--- src/rtl/mult_share_arbiter_if.sv ---
// Requester/result/multiplier bundle for mult_share_arbiter.
// The master side is the requesters plus the external multiplier; the slave side is the arbiter.
interface mult_share_arbiter_if #(
   parameter int SIZE  = 8,
   parameter int N_REQ = 4
);
   logic [N_REQ-1:0]          req_valid;
   logic [N_REQ-1:0]          req_ready;
   logic [N_REQ*SIZE-1:0]     req_a;
   logic [N_REQ*SIZE-1:0]     req_b;
   logic [SIZE-1:0]           mult_a;
   logic [SIZE-1:0]           mult_b;
   logic [2*SIZE-1:0]         mult_p;
   logic [N_REQ-1:0]          res_valid;
   logic [N_REQ-1:0]          res_ready;
   logic [N_REQ*2*SIZE-1:0]   res_p;

   modport master (
      output req_valid, req_a, req_b, res_ready, mult_p,
      input  req_ready, mult_a, mult_b, res_valid, res_p
   );

   modport slave (
      input  req_valid, req_a, req_b, res_ready, mult_p,
      output req_ready, mult_a, mult_b, res_valid, res_p
   );
endinterface

--- src/rtl/mult_share_arbiter.sv ---
// Shares one external signed multiplier among N_REQ requesters, one grant per cycle.
// Define MULT_SHARE_FIXED_PRIO_EN for fixed priority (lowest index wins) instead of round-robin.
module mult_share_arbiter #(
   parameter int SIZE     = 8,
   parameter int N_REQ    = 4,
   parameter int MULT_LAT = 1
)(
   input  logic               clk,
   input  logic               reset,
   mult_share_arbiter_if.slave bus
);
   localparam int IDW = (N_REQ > 1) ? $clog2(N_REQ) : 1;

   logic [N_REQ-1:0]              r_busy;
   logic [N_REQ-1:0]              r_res_valid;
   logic [N_REQ-1:0][2*SIZE-1:0]  r_res_p;
   logic [MULT_LAT:1]             r_tag_vld;
   logic [MULT_LAT:1][IDW-1:0]    r_tag_id;

   logic [N_REQ-1:0]              w_elig;
   logic [N_REQ-1:0]              w_gnt;
   logic [N_REQ-1:0]              w_res_hs;
   logic [IDW-1:0]                w_gnt_id;
   logic                          w_gnt_vld;
   logic                          w_out_vld;
   logic [IDW-1:0]                w_out_id;

   // A requester with an un-consumed result stays ineligible, so a slot is never overwritten.
   assign w_elig   = bus.req_valid & ~r_busy & {N_REQ{~reset}};
   assign w_res_hs = r_res_valid & bus.res_ready;

`ifdef MULT_SHARE_FIXED_PRIO_EN
   always_comb begin
      w_gnt_vld = 1'b0;
      w_gnt_id  = '0;
      for (int i = N_REQ-1; i >= 0; i--) begin
         if (w_elig[i]) begin
            w_gnt_vld = 1'b1;
            w_gnt_id  = IDW'(i);
         end
      end
   end
`else
   logic [IDW-1:0] r_last_grant;
   logic [IDW-1:0] w_idx;

   // Scan from farthest to nearest so the index right after last_grant wins.
   always_comb begin
      w_gnt_vld = 1'b0;
      w_gnt_id  = '0;
      w_idx     = '0;
      for (int k = N_REQ; k >= 1; k--) begin
         w_idx = IDW'((int'(r_last_grant) + k) % N_REQ);
         if (w_elig[w_idx]) begin
            w_gnt_vld = 1'b1;
            w_gnt_id  = w_idx;
         end
      end
   end

   always_ff @(posedge clk) begin
      if (reset)          r_last_grant <= IDW'(N_REQ-1);
      else if (w_gnt_vld) r_last_grant <= w_gnt_id;
   end
`endif

   assign w_gnt         = w_gnt_vld ? (N_REQ'(1) << w_gnt_id) : '0;
   assign bus.req_ready = w_gnt;
   assign bus.mult_a    = w_gnt_vld ? bus.req_a[w_gnt_id*SIZE +: SIZE] : '0;
   assign bus.mult_b    = w_gnt_vld ? bus.req_b[w_gnt_id*SIZE +: SIZE] : '0;

   // Tag travels alongside the multiplier pipeline; stage MULT_LAT lines up with mult_p.
   always_ff @(posedge clk) begin
      if (reset) begin
         r_tag_vld <= '0;
         r_tag_id  <= '0;
      end else begin
         r_tag_vld[1] <= w_gnt_vld;
         r_tag_id[1]  <= w_gnt_id;
         for (int s = 2; s <= MULT_LAT; s++) begin
            r_tag_vld[s] <= r_tag_vld[s-1];
            r_tag_id[s]  <= r_tag_id[s-1];
         end
      end
   end

   assign w_out_vld = r_tag_vld[MULT_LAT];
   assign w_out_id  = r_tag_id[MULT_LAT];

   always_ff @(posedge clk) begin
      if (reset) begin
         r_busy      <= '0;
         r_res_valid <= '0;
         r_res_p     <= '0;
      end else begin
         for (int i = 0; i < N_REQ; i++) begin
            if (w_gnt[i])         r_busy[i] <= 1'b1;
            else if (w_res_hs[i]) r_busy[i] <= 1'b0;

            if (w_out_vld && (w_out_id == IDW'(i))) begin
               r_res_valid[i] <= 1'b1;
               r_res_p[i]     <= bus.mult_p;
            end else if (w_res_hs[i]) begin
               r_res_valid[i] <= 1'b0;
            end
         end
      end
   end

   assign bus.res_valid = r_res_valid;
   assign bus.res_p     = r_res_p;

   a_no_overwrite: assert property (@(posedge clk) disable iff (reset)
      w_out_vld |-> !r_res_valid[w_out_id]);
   a_gnt_onehot: assert property (@(posedge clk) disable iff (reset)
      $onehot0(w_gnt) && ((w_gnt & r_busy) == '0));
endmodule

--- src/flat_wrapper.sv ---
// flat-port wrapper written by rule: the top's interface ports become plain ports
module mult_share_arbiter_flat 
#(
   parameter int SIZE     = 8,
   parameter int N_REQ    = 4,
   parameter int MULT_LAT = 1
)
  (clk, reset, bus_req_valid, bus_req_a, bus_req_b, bus_res_ready, bus_mult_p, bus_req_ready, bus_mult_a, bus_mult_b, bus_res_valid, bus_res_p);
  mult_share_arbiter_if #(.SIZE(SIZE), .N_REQ(N_REQ)) bus_i ();
  input  logic clk;
  input  logic reset;
  input wire logic [$bits(bus_i.req_valid)-1:0] bus_req_valid;
  input wire logic [$bits(bus_i.req_a)-1:0] bus_req_a;
  input wire logic [$bits(bus_i.req_b)-1:0] bus_req_b;
  input wire logic [$bits(bus_i.res_ready)-1:0] bus_res_ready;
  input wire logic [$bits(bus_i.mult_p)-1:0] bus_mult_p;
  output wire logic [$bits(bus_i.req_ready)-1:0] bus_req_ready;
  output wire logic [$bits(bus_i.mult_a)-1:0] bus_mult_a;
  output wire logic [$bits(bus_i.mult_b)-1:0] bus_mult_b;
  output wire logic [$bits(bus_i.res_valid)-1:0] bus_res_valid;
  output wire logic [$bits(bus_i.res_p)-1:0] bus_res_p;
  assign bus_i.req_valid = bus_req_valid;
  assign bus_i.req_a = bus_req_a;
  assign bus_i.req_b = bus_req_b;
  assign bus_i.res_ready = bus_res_ready;
  assign bus_i.mult_p = bus_mult_p;
  assign bus_req_ready = bus_i.req_ready;
  assign bus_mult_a = bus_i.mult_a;
  assign bus_mult_b = bus_i.mult_b;
  assign bus_res_valid = bus_i.res_valid;
  assign bus_res_p = bus_i.res_p;
  mult_share_arbiter #(.SIZE(SIZE), .N_REQ(N_REQ), .MULT_LAT(MULT_LAT)) u_core (.clk(clk), .reset(reset), .bus(bus_i));
endmodule
--- config.mk ---
export PLATFORM = sky130hd
export DESIGN_NAME = mult_share_arbiter_flat
export DESIGN_NICKNAME = d
export VERILOG_FILES = /design/src/rtl/mult_share_arbiter_if.sv /design/src/rtl/mult_share_arbiter.sv /design/src/flat_wrapper.sv
export SDC_FILE = /design/constraint.sdc
export NUM_CORES = 1
export LEC_CHECK = 0
export CELL_PAD_IN_SITES_DETAIL_PLACEMENT = 0
export CELL_PAD_IN_SITES_GLOBAL_PLACEMENT = 2
export CORE_MARGIN = 3
export CORE_UTILIZATION = 21
export CTS_BUF_LIST = sky130_fd_sc_hd__clkbuf_4
export CTS_CLUSTER_SIZE = 8
export DETAILED_ROUTE_END_ITERATION = 16
export GPL_TIMING_DRIVEN = 0
export PLACE_DENSITY = 0.9
export SLEW_MARGIN = 30
export SYNTH_ARGS = -nofsm -noshare
export SYNTH_HDL_FRONTEND = slang
export SYNTH_SLANG_ARGS = --single-unit
--- constraint.sdc ---
create_clock -name clk -period 2.8 [get_ports clk]
set_clock_uncertainty 0.1 [all_clocks]
set_input_delay 0.56 -clock clk [delete_from_list [all_inputs] [get_ports clk]]
set_output_delay 0.56 -clock clk [all_outputs]
set_load 0.02 [all_outputs]
# Yosys cells after proc, flatten, opt, wreduce, memory -nomap -nowiden
# Index checks and enable logic that the tools add are counted.
# W data, S select, Z words.
word_totals:
  in_bits: 90
  ff_bits: 77
  output_inout_bits: 88
classes:
  n_reduce_logical: 13
  shifts: 3
  n_lt_le_gt_ge: 4
  n_eq_ne: 3
  bitwise_logic: 5
  mux: 31
  n_addsub: 4
op_table:
  columns: ["cell", "count"]
  rows:
  - ["$shiftx A32 B6 Y8", 2]
  - ["$mux W1", 20]
  - ["$mux W8", 2]
  - ["$reduce_bool A2 Y1", 8]
  - ["$and A4 B4 Y4", 3]
  - ["$lt A2 B3 Y1 const B", 4]
  - ["$bmux W1 S2", 4]
  - ["$mux W2", 4]
  - ["$add A2 B1 Y2 const B", 2]
  - ["$add A2 B2 Y2 const B", 2]
  - ["$eq A2 B2 Y1 const B", 2]
  - ["$logic_and A1 B1 Y1", 4]
  - ["$mux W4", 1]
  - ["$not A4 Y4", 1]
  - ["$shl A1 B2 Y4 const A", 1]
  - ["$eq A2 B1 Y1 const B", 1]
  - ["$logic_not A2 Y1", 1]
  - ["$not A1 Y1", 1]

# Depth between registers and ports, before layout
# Gate-level depths: netlist of run 1.
logic_depth:
  ltp_word: 12
  mapped_depth: 9
  ltp_nobuf: 6

# Worst setup path after synthesis of run 1
# No wires, ideal clock.
synth_path:
  path_kind: "in2out"
  startpoint: "input port reset"
  endpoint: "output port bus_mult_a[2]"
  path_slack_ns: -0.245
  path_buffers: 3
  stages: 9
  t_arrival_ns: 2.385
  path_cell_list: "buf_6 -> or3b_1 -> buf_6 -> a211oi_4 -> a21oi_4 -> clkinv_4 -> buf_6 -> nand2_1 -> a211oi_1"
synth_via:
  elab_chain_cells: 10
synth_rtl:
  columns: ["element", "line", "source"]
  rows:
  - ["start: declaration", "flat_wrapper.sv:11", "input logic reset;"]
  - ["$not A1 Y1 (*)", "mult_share_arbiter.sv:29", "assign w_elig = bus.req_valid & ~r_busy & {N_REQ{~reset}};"]
  - ["$and A4 B4 Y4 (*)", "mult_share_arbiter.sv:29", null]
  - ["$bmux W1 S2", "mult_share_arbiter.sv:54", "if (w_elig[w_idx]) begin"]
  - ["$mux W1 (not written as such)", "mult_share_arbiter.sv:54", null]
  - ["$mux W2 (4 in series)", "mult_share_arbiter.sv:54", null]
  - ["$shiftx A32 B6 Y8", "mult_share_arbiter.sv:69", "assign bus.mult_a = w_gnt_vld ? bus.req_a[w_gnt_id*SIZE +: SIZE] : '0;"]
  - ["$mux W8 (*)", "mult_share_arbiter.sv:69", null]
  - ["end: declaration", "flat_wrapper.sv:18", "output wire logic [$bits(bus_i.mult_a)-1:0] bus_mult_a;"]
# Mark *: on every way between the ends. The rest lies on a longest branch, timed or not. The select of a mux whose other input is x is not followed.

# Worst setup path in the final report of run 1
layout_path:
  startpoint: "input port bus_req_valid[1]"
  endpoint: "output port bus_mult_a[3]"
layout_via:
  elab_chain_cells: 10
layout_rtl:
  columns: ["element", "line", "source"]
  rows:
  - ["start: declaration", "flat_wrapper.sv:12", "input wire logic [$bits(bus_i.req_valid)-1:0] bus_req_valid;"]
  - ["$and A4 B4 Y4 (*) (2 in series)", "mult_share_arbiter.sv:29", null]
  - ["$bmux W1 S2", "mult_share_arbiter.sv:54", null]
  - ["$mux W1 (not written as such)", "mult_share_arbiter.sv:54", null]
  - ["$mux W2 (4 in series)", "mult_share_arbiter.sv:54", null]
  - ["$shiftx A32 B6 Y8", "mult_share_arbiter.sv:69", null]
  - ["$mux W8 (*)", "mult_share_arbiter.sv:69", null]
# Marks and branches as above.

==> impl_metrics.ini, run 1 <==
[worst_setup_path]
slowest_delay_ps = 350
cp.arrival_ps = 2520
start_kind = primary input
critPathCaptureType = primary output
worstPathMaxFanout = 6
critical_path_required_ps = 2140
timing.critical_path.cells = dlygate4sd2_1 > or3b_1 > buf_6 > a211oi_4 > a21oi_4 > buf_12 > buf_12 > buf_16 > mux2i_2 > o22ai_2 > buf_6
worstSetupPathType = in -> out
worst_path_max_delay_cell = or3b_1

[layout]
most-common-layout-cells = clkdlybuf4s50_1, nand2_1, dfxtp_1
num-nets-final = 723
layout.cells.most_common = clkdlybuf4s50_1
antenna_cells_inserted = 0
nFillCells = 1554
final_cells = 848
layout-area-overhead-vs-synth_pct = 87.72
layout-drive-gt1-share = 0.2057

[yosys]
synthesis.nets = 507
synth_area_um2 = 3352
synth_area_per_cell_um2 = 8.038
ys_ff_latch = 77
post_synth_inst_count = 417
synth_cell_types = 34
ys.warnings.count = 0
synth.yosys.seq_area_share = 0.4599

[timing]
final_period_minus_worst_setup_slack_ps = 3176
timing.final.ws_setup_ps = -375.8
setup-violations-final = 20
layout_worst_path_cycle_share = 1.134
slew_headroom = 0.4146
slew_violations = 0
fmax_mhz = 314.9
rsz0062_at_grt = true
tightestPinTransition_ps = 876.2
finalSetupTns_ps = -5008
final_hold_viol_count = 0

[cts]
cts_tree = built
root_buffer = clkbuf_4
cts-root-to-sink-buffers = 2
htreeDepth = 3
postCtsHoldBufs = 0
path_clk_slew_ps = 110
clock_sinks = 77
cts-buffers-inserted = 9
clkLatencyLatePin_ps = 420

[route]
viasPerCell = 4.469
detailedRoute.firstIterationViolations = 113
antenna_violating_nets_post_route = 0
dr_total_vias = 3790
drt_drc_violations_left = 0
detail_route.first_pass.iterations = 4
postRouteWirelength_um = 14220
detail_route.wl_per_cell_um = 16.77

[run_status]
outcome = complete, but fails checks
violations = negative setup slack

[floorplan]
floorplan.die_area_um2 = 17510
starting_density_of_the_core = 0.2173
fp-row-count = 45
fp.coreArea_um2 = 15430
fp.dieW_um = 132.3
pin_count = 178
die_span_in_y_um = 132.3

[global_routing]
grt_pass1_wl_um = 21830
global_router_s_overall_resource_usage = 0.1590
grt_start_max_net_pins = 12
grt_antenna_before_repair = 0
total_overflow_reported_by_the_global_router = 0
via_count_of_the_first_global_routing_pass = 3939

[hold_path]
holdCritPathClass = reg -> reg

[power]
power_density_nw_per_um2 = 606.6
power.ir.vdd_worst_v = 0.0002716
p_leak_nw = 2.295

[placement]
detailed_place_hpwl_um = 10460
gp_congestion = 0.8162
io_buffer_count = 176
place.detailed.instances = 805

[flow_run]
max_cap_viol_count = 0
## report_power, final
group / internal [W] / switching (W) / leakage (nW) / total, W
clock: 0.000293 / 0.000357 / 0.0725 / 0.000650
sequential: 0.00121 / 0.0000837 / 0.629 / 0.00130
combinational: 0.000938 / 0.000933 / 1.59 / 0.00187
total: 0.00244 / 0.00137 / 2.29 / 0.00382
## flip-flops by register name, indices dropped and copies added, names as in the netlist
name / count
u_core.bus.res_valid: 4
u_core.r_busy: 4
u_core.r_tag_id: 2
u_core.bus.res_p: 64
u_core.r_last_grant: 2
u_core.r_tag_vld: 1
## layout make-up
cell class                 instances  area, um2  share of cell area
timing repair buffer             205       2093              0.3327
multi-input combinational        301       1991              0.3164
sequential                        77       1546              0.2458
tap                              211      264.0             0.04196
buffer                            30      221.5             0.03520
clock buffer                      12      90.09             0.01432
inverter                           9      48.80            0.007755
clock inverter                     3      37.54            0.005965
## stage by stage
stage               power (W)  hold slack, ps    util  area (um2)  setup WS (ps)
CTS                  0.003792           363.7  0.4008        6183         -411.3
finish               0.003817           359.5  0.4079        6292         -375.8
global placement     0.002775           345.7  0.3580        5523          -1148
floorplan            0.002140           358.8       -        3497         -58.63
detailed placement   0.002802           347.5  0.3588        5535          -1180
global route         0.004034           379.0  0.4079        6292         -489.6
## per-layer routing
metal  track usage  wire (um)
met2        0.2782       7242
met3       0.04580        779
met5             0          0
met4       0.04792        291
met1        0.1886       5910
## kinds of logic (layout without fill, tap and decap cells)
logic type,after synthesis,after routing,synth area share
and+or+nand+nor,168,168,0.2120
DFF,77,77,0.4599
AOI/OAI and AO/OA,109,109,0.1967
muxes,24,24,0.07167
buffers and inverters,39,259,0.05972
## final timing paths
path	startpoint	end	slack (ps)	cells past startpoint
hold / removal	u_core.bus.res_p[22]$_SDFFE_PP0P_	u_core.bus.res_p[22]$_SDFFE_PP0P_	360	2
hold reg to reg	u_core.bus.res_p[22]$_SDFFE_PP0P_	u_core.bus.res_p[22]$_SDFFE_PP0P_	360	2
setup reg to reg	u_core.r_tag_id[0]$_SDFF_PP0_	u_core.bus.res_p[8]$_SDFFE_PP0P_	670	5
setup / recovery	bus_req_valid[1]	bus_mult_a[3]	-380	11
## critical path, delay by kind of cell
| family | cells | cell delay [ps] |
|---|---|---|
| AOI/OAI and AO/OA | 3 | 560 |
| buffers and inverters | 6 | 880 |
| muxes | 1 | 150 |
| and+or+nand+nor | 1 | 350 |
## synthesized netlist by cell type, drive strengths merged
master   count  area share
buf         10       0.026
clkinv       1      0.0026
a21oi       75        0.12
or2          2      0.0037
and3         1      0.0019
o221ai       2      0.0090
mux2i       24       0.072
dfxtp       77        0.46
nand2      140        0.16
a211oi      13       0.033
nor3         1      0.0015
or3b         4       0.010
nor3b        4       0.014
a2bb2oi      1      0.0026
nor2         9       0.010
nand3b       1      0.0022
nand3        1      0.0015
clkbuf      20       0.022
nand2b       4      0.0075
o32ai        2      0.0052
inv          8      0.0090
and3b        1      0.0026
a22oi        3      0.0067
o22ai       12       0.022
a221oi       1      0.0026
## repair_timing
action | in CTS | in global routing
gates resized for setup | 176 | 17
setup buffers | 24 | 5
gates cloned | 2 | 0
setup endpoints to repair | 20 | 20
pin swaps | 24 | 12
No activity file was read; power rests on OpenSTA's default activity.
==> run 2: changes to the inputs <==
--- a/config.mk
+++ b/config.mk
@@ -7,13 +7,13 @@
 export LEC_CHECK = 0
 export CELL_PAD_IN_SITES_DETAIL_PLACEMENT = 0
 export CELL_PAD_IN_SITES_GLOBAL_PLACEMENT = 2
-export CORE_MARGIN = 3
+export CORE_MARGIN = 2
 export CORE_UTILIZATION = 21
 export CTS_BUF_LIST = sky130_fd_sc_hd__clkbuf_4
 export CTS_CLUSTER_SIZE = 8
 export DETAILED_ROUTE_END_ITERATION = 16
 export GPL_TIMING_DRIVEN = 0
-export PLACE_DENSITY = 0.9
+export PLACE_DENSITY_LB_ADDON = 0.25
 export SLEW_MARGIN = 30
 export SYNTH_ARGS = -nofsm -noshare
 export SYNTH_HDL_FRONTEND = slang
==> impl_metrics.ini, run 2 (synthesized netlist as in run 1, its figures left out) <==
[floorplan]
floorplan.die_area_um2 = 16990
fp.coreArea_um2 = 15770
die_span_in_y_um = 130.3
pin_count = 178
fp-row-count = 46
fp.dieW_um = 130.3
starting_density_of_the_core = 0.2126

[route]
detail_route.wl_per_cell_um = 16.71
detailedRoute.firstIterationViolations = 116
drt_drc_violations_left = 0
antenna_violating_nets_post_route = 0
postRouteWirelength_um = 14320
dr_total_vias = 3735
viasPerCell = 4.358
detail_route.first_pass.iterations = 4

[global_routing]
via_count_of_the_first_global_routing_pass = 3686
total_overflow_reported_by_the_global_router = 0
grt_antenna_before_repair = 0
global_router_s_overall_resource_usage = 0.1632
grt_start_max_net_pins = 13
grt_pass1_wl_um = 20890

[cts]
clock_sinks = 77
path_clk_slew_ps = 120
htreeDepth = 3
cts_tree = built
root_buffer = clkbuf_4
clkLatencyLatePin_ps = 430
postCtsHoldBufs = 0
cts-root-to-sink-buffers = 2
cts-buffers-inserted = 9

[worst_setup_path]
worst_path_max_delay_cell = or3b_4
worstPathMaxFanout = 7
critical_path_required_ps = 2140
cp_num_cells = 8
cp.arrival_ps = 2440
worstSetupPathType = reg -> out
worst-r2r-cell-count = 9
timing.critical_path.cells = or3b_4 > buf_12 > o32ai_4 > or2_4 > buf_8 > a211oi_2 > a211oi_4 > buf_6
worst-path-buf-inv = 3
slowest_delay_ps = 440
critPathCaptureType = primary output
start_kind = flip-flop
worst_path_dominant_cell_family = simple AND/OR/NAND/NOR gates

[placement]
detailed_place_hpwl_um = 10260
gp_congestion = 0.7307
io_buffer_count = 176
worst_case_setup_slack_after_placement_ps = -1164
placement.cell_area_um2 = 5549

[run_status]
outcome = complete, but fails checks
violations = negative setup slack

[timing]
finalSetupTns_ps = -4831
final_period_minus_worst_setup_slack_ps = 3096
timing.final.ws_setup_ps = -296.0
layout_worst_path_cycle_share = 1.106
setup-violations-final = 20
final_hold_viol_count = 0
rsz0062_at_grt = true
slew_violations = 0
worst_hold_slack_ps = 362.5
fmax_mhz = 323.0
tightestPinTransition_ps = 614.1
slew_headroom = 0.5891

[layout]
layout.cells.most_common = clkdlybuf4s50_1
antenna_cells_inserted = 0
layout-area-overhead-vs-synth_pct = 92.05
largest_register_ffs = 64
final_area_um2 = 6437
final_core_utilization = 0.4082
num-nets-final = 726
most-common-layout-cells = clkdlybuf4s50_1, nand2_1, dfxtp_1
layout-drive-gt1-share = 0.2168

[power]
p_leak_nw = 2.345
power_density_nw_per_um2 = 614.7
power.ir.vdd_worst_v = 0.0002568

[hold_path]
hold-path-cell-count = 2
holdCritPathClass = reg -> reg

[flow_run]
max_cap_viol_count = 0
-- run 2: cell types whose count changed in the layout (fill, tap and decap cells not counted), moves of 2 or more --
| cell | delta |
|---|---|
| o22ai_2 | -2 |
| mux2i_1 | -2 |
| mux2i_4 | +3 |
| buf_8 | -3 |
| dlymetal6s2s_1 | +2 |
| buf_6 | +3 |
| buf_12 | +5 |
| o22ai_4 | +2 |
| dlygate4sd2_1 | -2 |
-- run 2: cell type report --
class                           instances  area (um2)
Clock buffer                           12       90.09
Inverter                                9       53.80
Timing Repair Buffer                  211        2198
Tap cell                              216       270.3
Clock inverter                          4       47.55
Sequential cell                        77        1544
Multi-Input combinational cell        301        2053
Fill cell                            1630        9333
Buffer                                 27       180.2
-- run 2: worst min-delay path, stage by stage, from the launching register on --
cell and delay, ps:
dfxtp_1 330, nand2_1 50, a21oi_1 50
-- run 2: metrics by stage --
step	instances	power, W
final	857	0.003957
after global placement	809	0.002789
after global routing	857	0.004175
after detailed placement	810	0.002810
after floorplan	417	0.002140
after CTS	852	0.003881
-- run 2: worst paths after layout --
path	start	end	slack, ps
hold reg to reg	u_core.bus.res_p[35]$_SDFFE_PP0P_	u_core.bus.res_p[35]$_SDFFE_PP0P_	360
setup / recovery	u_core.r_busy[1]$_SDFFE_PP0P_	bus_mult_b[5]	-300
hold / removal	u_core.bus.res_p[35]$_SDFFE_PP0P_	u_core.bus.res_p[35]$_SDFFE_PP0P_	360
setup reg to reg	u_core.r_busy[1]$_SDFFE_PP0P_	u_core.r_busy[0]$_SDFFE_PP0P_	640
-- run 2: timing repair --
| item | 4_1_cts | 5_1_grt |
|---|---|---|
| gates cloned | 3 | 0 |
| pin swaps | 21 | 15 |
| endpoints found under the setup margin | 20 | 20 |
| buffers inserted | 25 | 9 |
| resized for setup | 165 | 41 |
-- run 2: power by group --
group | switching, W | internal, W | total [W]
combinational | 0.000963 | 0.000998 | 0.00196
sequential | 0.0000824 | 0.00121 | 0.00129
clock | 0.000400 | 0.000302 | 0.000702
total | 0.00144 | 0.00251 | 0.00396
-- run 2: layer usage --
| layer | part of all wire | up-vias | track usage |
|---|---|---|---|
| met5 | 0 | - | 0 |
| met4 | 0.012 | 0 | 0.04443 |
| met3 | 0.062 | 14 | 0.04510 |
| met2 | 0.49 | 106 | 0.2784 |
| met1 | 0.43 | 1760 | 0.2031 |
| li1 | - | 1855 | - |
==> run 3: changes to the inputs <==
--- a/config.mk
+++ b/config.mk
@@ -14,6 +14,7 @@
 export DETAILED_ROUTE_END_ITERATION = 16
 export GPL_TIMING_DRIVEN = 0
 export PLACE_DENSITY_LB_ADDON = 0.25
+export SETUP_SLACK_MARGIN = 0.5
 export SLEW_MARGIN = 30
 export SYNTH_ARGS = -nofsm -noshare
 export SYNTH_HDL_FRONTEND = slang
==> impl_metrics.ini, run 3 (synthesized netlist as in run 1, its figures left out) <==
[placement]
detailed_place_hpwl_um = 9937
placement.cell_area_um2 = 5660
gp_congestion = 0.7284
io_buffer_count = 176

[layout]
final_core_utilization = 0.4157
final_area_um2 = 6556
most-common-layout-cells = clkdlybuf4s50_1, nand2_1, dfxtp_1
layout-area-overhead-vs-synth_pct = 95.60
largest_register_ffs = 64
layout-drive-gt1-share = 0.2308
layout.cells.most_common = clkdlybuf4s50_1
num-nets-final = 723
nFillCells = 1619

[flow_run]
max_cap_viol_count = 0

[worst_setup_path]
worst-r2r-cell-count = 18
cp.arrival_ps = 2520
worstPathMaxFanout = 6
critPathCaptureType = primary output
start_kind = primary input
critical_path_required_ps = 2140
worstSetupPathType = in -> out

[floorplan]
die_span_in_y_um = 130.3
pin_count = 178
fp.dieW_um = 130.3
fp.coreArea_um2 = 15770
starting_density_of_the_core = 0.2126
floorplan.die_area_um2 = 16990
fp-row-count = 46

[timing]
slew_violations = 0
tightestPinTransition_ps = 613.9
fmax_mhz = 314.5
slew_headroom = 0.5907
rsz0062_at_grt = true
worst_hold_slack_ps = 359.4
final_period_minus_worst_setup_slack_ps = 3180
layout_worst_path_cycle_share = 1.136
final_hold_viol_count = 0
timing.final.ws_setup_ps = -379.8
setup-violations-final = 23

[hold_path]
hold-path-cell-count = 2
holdCritPathClass = reg -> reg

[global_routing]
grt_start_max_net_pins = 12
global_router_s_overall_resource_usage = 0.1594
grt_antenna_before_repair = 1
grt_pass1_wl_um = 20570
via_count_of_the_first_global_routing_pass = 3772
total_overflow_reported_by_the_global_router = 0

[route]
dr_total_vias = 3718
drt_drc_violations_left = 0
detail_route.first_pass.iterations = 4
antenna_violating_nets_post_route = 0
viasPerCell = 4.354
postRouteWirelength_um = 13420
detail_route.wl_per_cell_um = 15.72
detailedRoute.firstIterationViolations = 153

[power]
power_density_nw_per_um2 = 616.2
design_power_total_w = 0.004040
power.switching_fraction = 0.3589
power.switching_w = 0.001450
power.sequential.fraction = 0.320
power.ir.vdd_worst_v = 0.0002329
pwr-share-clk = 0.170
power.internal_w = 0.002590
p_leak_nw = 2.303
comb_power_share = 0.510

[cts]
htreeDepth = 3
clock_sinks = 77
cts-buffers-inserted = 9
root_buffer = clkbuf_4
cts_tree = built
path_clk_slew_ps = 110
cts-root-to-sink-buffers = 2
clkLatencyLatePin_ps = 430

[run_status]
violations = negative setup slack
outcome = complete, but fails checks
run 3: path summary, 6_finish.rpt:
path	startpoint	endpoint	slack [ps]
min reg2reg	u_core.bus.res_p[55]$_SDFFE_PP0P_	u_core.bus.res_p[55]$_SDFFE_PP0P_	360
max	bus_req_valid[3]	bus_mult_b[7]	-380
min	u_core.bus.res_p[55]$_SDFFE_PP0P_	u_core.bus.res_p[55]$_SDFFE_PP0P_	360
max reg2reg	u_core.r_busy[2]$_SDFFE_PP0P_	u_core.r_busy[1]$_SDFFE_PP0P_	-50
run 3: metal layers:
metal  wire (um)  up-vias  global-route usage  part of all wire
li1            -     1853                   -                 -
met1        5811     1720              0.1982              0.43
met2        6436      128              0.2701              0.48
met3         987       17             0.04715             0.074
met4         186        0             0.04318             0.014
met5           0        -                   0                 0
run 3: what timing repair did:
action,CTS,global route
pin swaps,20,9
setup buffers,18,8
gates cloned,2,0
gates resized for setup,192,10
endpoints found under the setup margin,20,23
hold buffers,0,0
run 3: through the flow:
step	TNS (ps)	cells	worst slack, ps
floorplan	-98.87	417	-24.72
global placement	-22330	809	-1266
detailed placement	-21150	810	-1144
CTS	-6492	845	-387.3
global route	-7868	854	-447.7
finish	-6110	854	-379.8
run 3: critical path, stage by stage:
cell           delay, ps
dlygate4sd2_1        260
or3b_4               450
a211oi_4             330
a21oi_4               60
buf_12               160
buf_12               130
buf_16               130
mux2i_2              140
o22ai_2              150
buf_6                140
run 3: area by class of cell:
type | count | area, um2 | area share
Timing Repair Buffer | 205 | 2161 | 0.3296
Sequential cell | 77 | 1545 | 0.2357
Clock inverter | 2 | 35.03 | 0.005344
Antenna cell | 1 | 2.502 | 0.0003817
Buffer | 30 | 230.2 | 0.03511
Tap cell | 216 | 270.3 | 0.04122
Clock buffer | 13 | 97.59 | 0.01489
Inverter | 9 | 46.29 | 0.007061
Multi-Input combinational cell | 301 | 2168 | 0.3307
run 3: power by group through the flow:
stage	logic, W	registers (W)	clock network [W]
detailed placement	0.00157	0.00131	0
global route	0.00220	0.00131	0.000752
floorplan	0.000811	0.00141	0
global placement	0.00156	0.00131	0
CTS	0.00201	0.00129	0.000712
finish	0.00206	0.00129	0.000689
